<file path="src/rtl/ifetch_prefetch_buf_if.sv">
// Fetch-side and memory-side handshake bundle for the instruction prefetch buffer.
// The slave modport is the buffer's view; master is the fetch stage / memory side.
interface ifetch_prefetch_buf_if;
  logic        i_fetch_req;
  logic [31:0] i_fetch_addr;
  logic        i_fetch_take;
  logic        o_fetch_rsp;
  logic [31:0] o_fetch_data;
  logic        o_mem_req;
  logic [31:0] o_mem_addr;
  logic        i_mem_rsp;
  logic [31:0] i_mem_data;

  modport slave (
    input  i_fetch_req, i_fetch_addr, i_fetch_take, i_mem_rsp, i_mem_data,
    output o_fetch_rsp, o_fetch_data, o_mem_req, o_mem_addr
  );

  modport master (
    output i_fetch_req, i_fetch_addr, i_fetch_take, i_mem_rsp, i_mem_data,
    input  o_fetch_rsp, o_fetch_data, o_mem_req, o_mem_addr
  );
endinterface

</file>
<file path="src/rtl/ifetch_prefetch_buf.sv">
// Instruction prefetch buffer: fetches sequential words ahead of the fetch PC into a small
// {addr,data} queue, serves hits from the head, and flushes/restarts on a redirect.
module ifetch_prefetch_buf #(
  parameter int unsigned DEPTH      = 4,
  parameter logic [31:0] RESET_ADDR = 32'h0,
  parameter logic [31:0] NOP        = 32'h00000013
) (
  input logic                  i_clk,
  input logic                  i_rst,
  ifetch_prefetch_buf_if.slave bus
);
  localparam int unsigned PtrW = $clog2(DEPTH);
  localparam int unsigned CntW = PtrW + 1;
  localparam logic [CntW-1:0] DepthC = CntW'(DEPTH);

  typedef enum logic [1:0] {StIdle, StBusy, StDrain} state_e;

  state_e          state_q, state_d;
  logic [31:0]     addr_q [DEPTH];
  logic [31:0]     data_q [DEPTH];
  logic [PtrW-1:0] rd_ptr_q, wr_ptr_q;
  logic [CntW-1:0] count_q, count_after;
  logic [31:0]     pf_addr_q, pf_addr_d;
  logic [31:0]     tgt_q, tgt_d;
  logic [31:0]     mem_addr_q, mem_addr_d;

  logic        nonempty, hit, redir, push, pop;
  logic [31:0] head_addr, exp_addr;

  assign nonempty  = (count_q != '0);
  assign head_addr = addr_q[rd_ptr_q];
  assign hit       = bus.i_fetch_req & nonempty & (head_addr == bus.i_fetch_addr);
  assign exp_addr  = nonempty ? head_addr : pf_addr_q;
  assign redir     = bus.i_fetch_req & ~hit & (bus.i_fetch_addr != exp_addr);
  assign pop       = hit & bus.i_fetch_take;
  // Responses are only accepted into the queue while BUSY; DRAIN responses are discarded.
  assign push      = (state_q == StBusy) & bus.i_mem_rsp & ~redir;
  assign count_after = count_q + CntW'(push) - CntW'(pop);

  assign bus.o_fetch_rsp  = hit;
  assign bus.o_fetch_data = hit ? data_q[rd_ptr_q] : NOP;
  assign bus.o_mem_req    = (state_q == StBusy) || (state_q == StDrain);
  assign bus.o_mem_addr   = mem_addr_q;

  always_comb begin
    state_d    = state_q;
    pf_addr_d  = pf_addr_q;
    tgt_d      = tgt_q;
    mem_addr_d = mem_addr_q;
    unique case (state_q)
      StIdle: begin
        if (redir) begin
          pf_addr_d = bus.i_fetch_addr;
        end else if (count_q < DepthC) begin
          state_d    = StBusy;
          mem_addr_d = pf_addr_q;
        end
      end
      StBusy: begin
        if (redir) begin
          if (bus.i_mem_rsp) begin
            pf_addr_d = bus.i_fetch_addr;
            state_d   = StIdle;
          end else begin
            // Request must stay held until memory answers; remember where to restart.
            tgt_d   = bus.i_fetch_addr;
            state_d = StDrain;
          end
        end else if (bus.i_mem_rsp) begin
          pf_addr_d = pf_addr_q + 32'd4;
          if (count_after < DepthC) begin
            mem_addr_d = pf_addr_q + 32'd4;
          end else begin
            state_d = StIdle;
          end
        end
      end
      StDrain: begin
        if (redir) begin
          tgt_d = bus.i_fetch_addr;
        end
        if (bus.i_mem_rsp) begin
          pf_addr_d = redir ? bus.i_fetch_addr : tgt_q;
          state_d   = StIdle;
        end
      end
      default: state_d = StIdle;
    endcase
  end

  always_ff @(posedge i_clk) begin
    if (i_rst) begin
      state_q    <= StIdle;
      count_q    <= '0;
      rd_ptr_q   <= '0;
      wr_ptr_q   <= '0;
      pf_addr_q  <= RESET_ADDR;
      tgt_q      <= RESET_ADDR;
      mem_addr_q <= RESET_ADDR;
    end else begin
      state_q    <= state_d;
      pf_addr_q  <= pf_addr_d;
      tgt_q      <= tgt_d;
      mem_addr_q <= mem_addr_d;
      if (redir) begin
        count_q  <= '0;
        rd_ptr_q <= '0;
        wr_ptr_q <= '0;
      end else begin
        count_q <= count_after;
        if (push) wr_ptr_q <= wr_ptr_q + PtrW'(1);
        if (pop)  rd_ptr_q <= rd_ptr_q + PtrW'(1);
      end
    end
  end

  // Queue storage needs no reset; count_q qualifies every read.
  always_ff @(posedge i_clk) begin
    if (push) begin
      addr_q[wr_ptr_q] <= pf_addr_q;
      data_q[wr_ptr_q] <= bus.i_mem_data;
    end
  end
endmodule

</file>
<file path="src/flat_wrapper.sv">
// flat-port wrapper written by rule: the top's interface ports become plain ports
module ifetch_prefetch_buf_flat 
#(
  parameter int unsigned DEPTH      = 4,
  parameter logic [31:0] RESET_ADDR = 32'h0,
  parameter logic [31:0] NOP        = 32'h00000013
)
  (i_clk, i_rst, bus_i_fetch_req, bus_i_fetch_addr, bus_i_fetch_take, bus_i_mem_rsp, bus_i_mem_data, bus_o_fetch_rsp, bus_o_fetch_data, bus_o_mem_req, bus_o_mem_addr);
  ifetch_prefetch_buf_if bus_i ();
  input logic i_clk;
  input logic i_rst;
  input wire logic [$bits(bus_i.i_fetch_req)-1:0] bus_i_fetch_req;
  input wire logic [$bits(bus_i.i_fetch_addr)-1:0] bus_i_fetch_addr;
  input wire logic [$bits(bus_i.i_fetch_take)-1:0] bus_i_fetch_take;
  input wire logic [$bits(bus_i.i_mem_rsp)-1:0] bus_i_mem_rsp;
  input wire logic [$bits(bus_i.i_mem_data)-1:0] bus_i_mem_data;
  output wire logic [$bits(bus_i.o_fetch_rsp)-1:0] bus_o_fetch_rsp;
  output wire logic [$bits(bus_i.o_fetch_data)-1:0] bus_o_fetch_data;
  output wire logic [$bits(bus_i.o_mem_req)-1:0] bus_o_mem_req;
  output wire logic [$bits(bus_i.o_mem_addr)-1:0] bus_o_mem_addr;
  assign bus_i.i_fetch_req = bus_i_fetch_req;
  assign bus_i.i_fetch_addr = bus_i_fetch_addr;
  assign bus_i.i_fetch_take = bus_i_fetch_take;
  assign bus_i.i_mem_rsp = bus_i_mem_rsp;
  assign bus_i.i_mem_data = bus_i_mem_data;
  assign bus_o_fetch_rsp = bus_i.o_fetch_rsp;
  assign bus_o_fetch_data = bus_i.o_fetch_data;
  assign bus_o_mem_req = bus_i.o_mem_req;
  assign bus_o_mem_addr = bus_i.o_mem_addr;
  ifetch_prefetch_buf #(.DEPTH(DEPTH), .RESET_ADDR(RESET_ADDR), .NOP(NOP)) u_core (.i_clk(i_clk), .i_rst(i_rst), .bus(bus_i));
endmodule
</file>
<file path="config.mk">
export PLATFORM = sky130hd
export DESIGN_NAME = ifetch_prefetch_buf_flat
export DESIGN_NICKNAME = d
export VERILOG_FILES = /design/src/rtl/ifetch_prefetch_buf_if.sv /design/src/rtl/ifetch_prefetch_buf.sv /design/src/flat_wrapper.sv
export SDC_FILE = /design/constraint.sdc
export NUM_CORES = 1
export LEC_CHECK = 0
export CAP_MARGIN = 20
export CORE_MARGIN = 3
export CORE_UTILIZATION = 45
export DETAILED_ROUTE_END_ITERATION = 6
export DONT_BUFFER_PORTS = 1
export PLACE_DENSITY = 0.57
export SETUP_SLACK_MARGIN = 0.02
export SLEW_MARGIN = 15
export SYNTH_ARGS = -nofsm -noshare
export SYNTH_HDL_FRONTEND = slang
export SYNTH_SLANG_ARGS = --single-unit
</file>
<file path="constraint.sdc">
create_clock -name i_clk -period 5.75 [get_ports i_clk]
set_clock_uncertainty 0.05 [all_clocks]
set_input_delay 1.725 -clock i_clk [delete_from_list [all_inputs] [get_ports i_clk]]
set_output_delay 1.725 -clock i_clk [all_outputs]
set_load 0.02 [all_outputs]
</file>
==> metrics.cfg <==
[run_status]
status=complete, no violations

[detailed_routing]
drt-total-wl_um=43000
vias=10411
ant_nets=0
drc=0
avgRoutedWirePerCell_um=24.3
drtIter0Drc=784
viasPerCell=5.88
first_pass_iters=7

[layout]
fillers=3076
syn_to_final_growth_pct=12.6
drive_gt1_frac=0.181
n_antenna_cell=0
instances_no_fill=1770
nets=1359
final_area_mm2=0.0187

[floorplan]
die_w_um=198
rows=69
die_area_mm2=0.0392
fp.coreArea_mm2=0.0360
dieHeight_um=198
io_pins=135
start_util=0.461

[synth]
avgSynthCellArea_um2=13.1
synth_most_common_cell=edfxtp_1
postSynthCellCount=1266
synthFlopType=edfxtp_1
synth-seq-cells=363
ys_top_cells_by_count=256 x edfxtp_1, 111 x nor2_1, 107 x dfxtp_1
synth_area_leaders=edfxtp_1 46%, dfxtp_1 13%, mux4_2 7.2%
synth_area_mm2=0.0166
synth_edf_count=256
synth_cell_types=63
syn_nets=1347
yosys_warnings=0
yosysTopAreaCell=edfxtp_1
synth_top_cell_area_share=0.463
async_reset_ff_frac=0
yosysSeqAreaShare=0.592

[power_and_ir_drop]
switching_power_mw=1.53
power_density_mw_per_mm2=328
swShare=0.249
power.internal_mw=4.61
p_seq_frac=0.503
leakagePower_nw=6.38
vdd_drop_max_mv=0.235
pwr-share-clk=0.404
p_comb_frac=0.093

[place]
dpl_cell_area_mm2=0.0174
place_inst=1697
io_buffers=0
dp_hpwl_um=28300
place_congestion=0.831

[sta]
finalHoldViolCount=0
clock.fmax_mhz=180
tightestPinTransition_ps=993
setup_tns_ps=0
period_share=0.967
slew_headroom=0.333
min_period_ps=5560
setup_viol=0
slew_viol_final=0
rsz0062_at_grt=false

[critical_path]
crit_chain=mux4_2 -> xor2_1 -> nor4_2 -> buf_4 -> o2111ai_1 -> nor3_1 -> o2111ai_4 -> buf_4 -> or2_2
ff2ff_path_depth=19
crit_arrival_ps=3790
crit_type=reg2out
critPathMaxStageDelay_ps=590
start_kind=flop
cp-end-kind=output pin
cpMostUsedCell=buf_4
crit_required_ps=3970
crit_fanout=33
crit_slowest_cell=mux4_2

[run]
max_cap_viol_count=0

[cts]
cts_tree=done
cts-hold-fix-buffers=0
post_cts_buffers=1
cts_made_buffers=39
cts-root-buf=clkbuf_16
clockBufferDepth=3
clk_latency_ps=530
clk_pin_slew_worst_paths_ps=60
cts.sinks=363
htreeDepth=2
cts_resized=0

[grt]
grt_pass1_wl_um=65100
grt_use_total=0.219
grt_start_max_net_pins=93
grt-ovfl-total=0
grt_pass1_vias=10394
antenna_found_initial=0

[min_path]
holdPathStages=2
worstHoldPathType=reg2reg

==> worst max-delay path, delay by kind of cell, from the launching register on <==
family | cells | cell delay, ps
simple gates | 3 | 1030
mux | 1 | 590
buf+inv | 2 | 460
flops | 1 | 580
xor+xnor | 1 | 170
compound gates | 2 | 400
==> per-stage QoR <==
stage               utilization  power [mW]  hold WS, ps  setup WS [ps]
floorplan                     -        3.52          405            321
global placement          0.483        3.70          418           77.1
detailed placement        0.483        3.71          428           44.7
CTS                       0.519        6.19          441            115
global route              0.519        6.36          472           22.5
finish                    0.519        6.14          443            188
==> flip-flops by register name, indices dropped and copies added, names as in the netlist, named ones only <==
name	cells
u_core.state_q	2
u_core.bus.o_mem_addr	32
u_core.addr_q	128
u_core.data_q	128
u_core.tgt_q	32
u_core.wr_ptr_q	2
u_core.rd_ptr_q	2
u_core.pf_addr_q	32
u_core.count_q	3
==> power by group through the flow <==
stage	sequential, mW	combinational (mW)	clock (mW)
floorplan	3.07	0.454	0
global placement	3.14	0.564	0
detailed placement	3.14	0.570	0
CTS	3.08	0.571	2.54
global route	3.10	0.621	2.64
finish	3.09	0.573	2.48
==> final timing paths <==
check	startpoint	end	slack, ps
setup / recovery	flop	bus_o_fetch_data[1]	190
hold / removal	u_core.tgt_q[3]$_SDFFE_PP0P_	u_core.tgt_q[3]$_SDFFE_PP0P_	440
setup reg to reg	flop	u_core.bus.o_mem_addr[10]$_SDFFE_PP0P_	570
hold reg to reg	u_core.tgt_q[3]$_SDFFE_PP0P_	u_core.tgt_q[3]$_SDFFE_PP0P_	440
==> layout by cell type, fill, tap and decap left out, types with 17 or more instances in the layout <==
cell type  count
a211oi_2      30
a21oi_1       22
a221oi_1      22
and3_1        20
buf_4         67
clkbuf_16     39
dfxtp_1      105
edfxtp_1     256
inv_1         31
mux2i_1       75
mux4_2        53
nand2_1       67
nand3_1       40
nand4_1       20
nor2_1       111
nor2b_1       33
nor3_1        17
o21ai_0       19
xnor2_1       53
xor2_1        61
==> logic make-up after synthesis <==
| kind of cell | Yosys count | synth area share |
|---|---|---|
| AO/OA/AOI/OAI | 167 | 0.0845 |
| XOR/XNOR | 114 | 0.0601 |
| AND/OR/NAND/NOR | 346 | 0.101 |
| multiplexers | 129 | 0.118 |
| buffers and inverters | 135 | 0.0348 |
| flip-flops | 363 | 0.592 |
| adder cells (fa/ha/maj) | 12 | 0.00950 |
==> routing by layer <==
metal  part of all wire  GRT usage
met2               0.47      0.356
met1               0.43      0.302
met4              0.026     0.0590
met3              0.077     0.0444
met5                  0          0
==> area by class of cell <==
| type | instances | area, um^2 | share of cell area |
|---|---|---|---|
| clock inverter | 15 | 166 | 0.00890 |
| tap | 461 | 577 | 0.0309 |
| multi-input combinational | 768 | 6230 | 0.333 |
| timing repair buffer | 75 | 658 | 0.0352 |
| sequential | 363 | 9840 | 0.526 |
| inverter | 31 | 116 | 0.00623 |
| clock buffer | 57 | 1100 | 0.0590 |
Power figures use the tool's default switching activity.
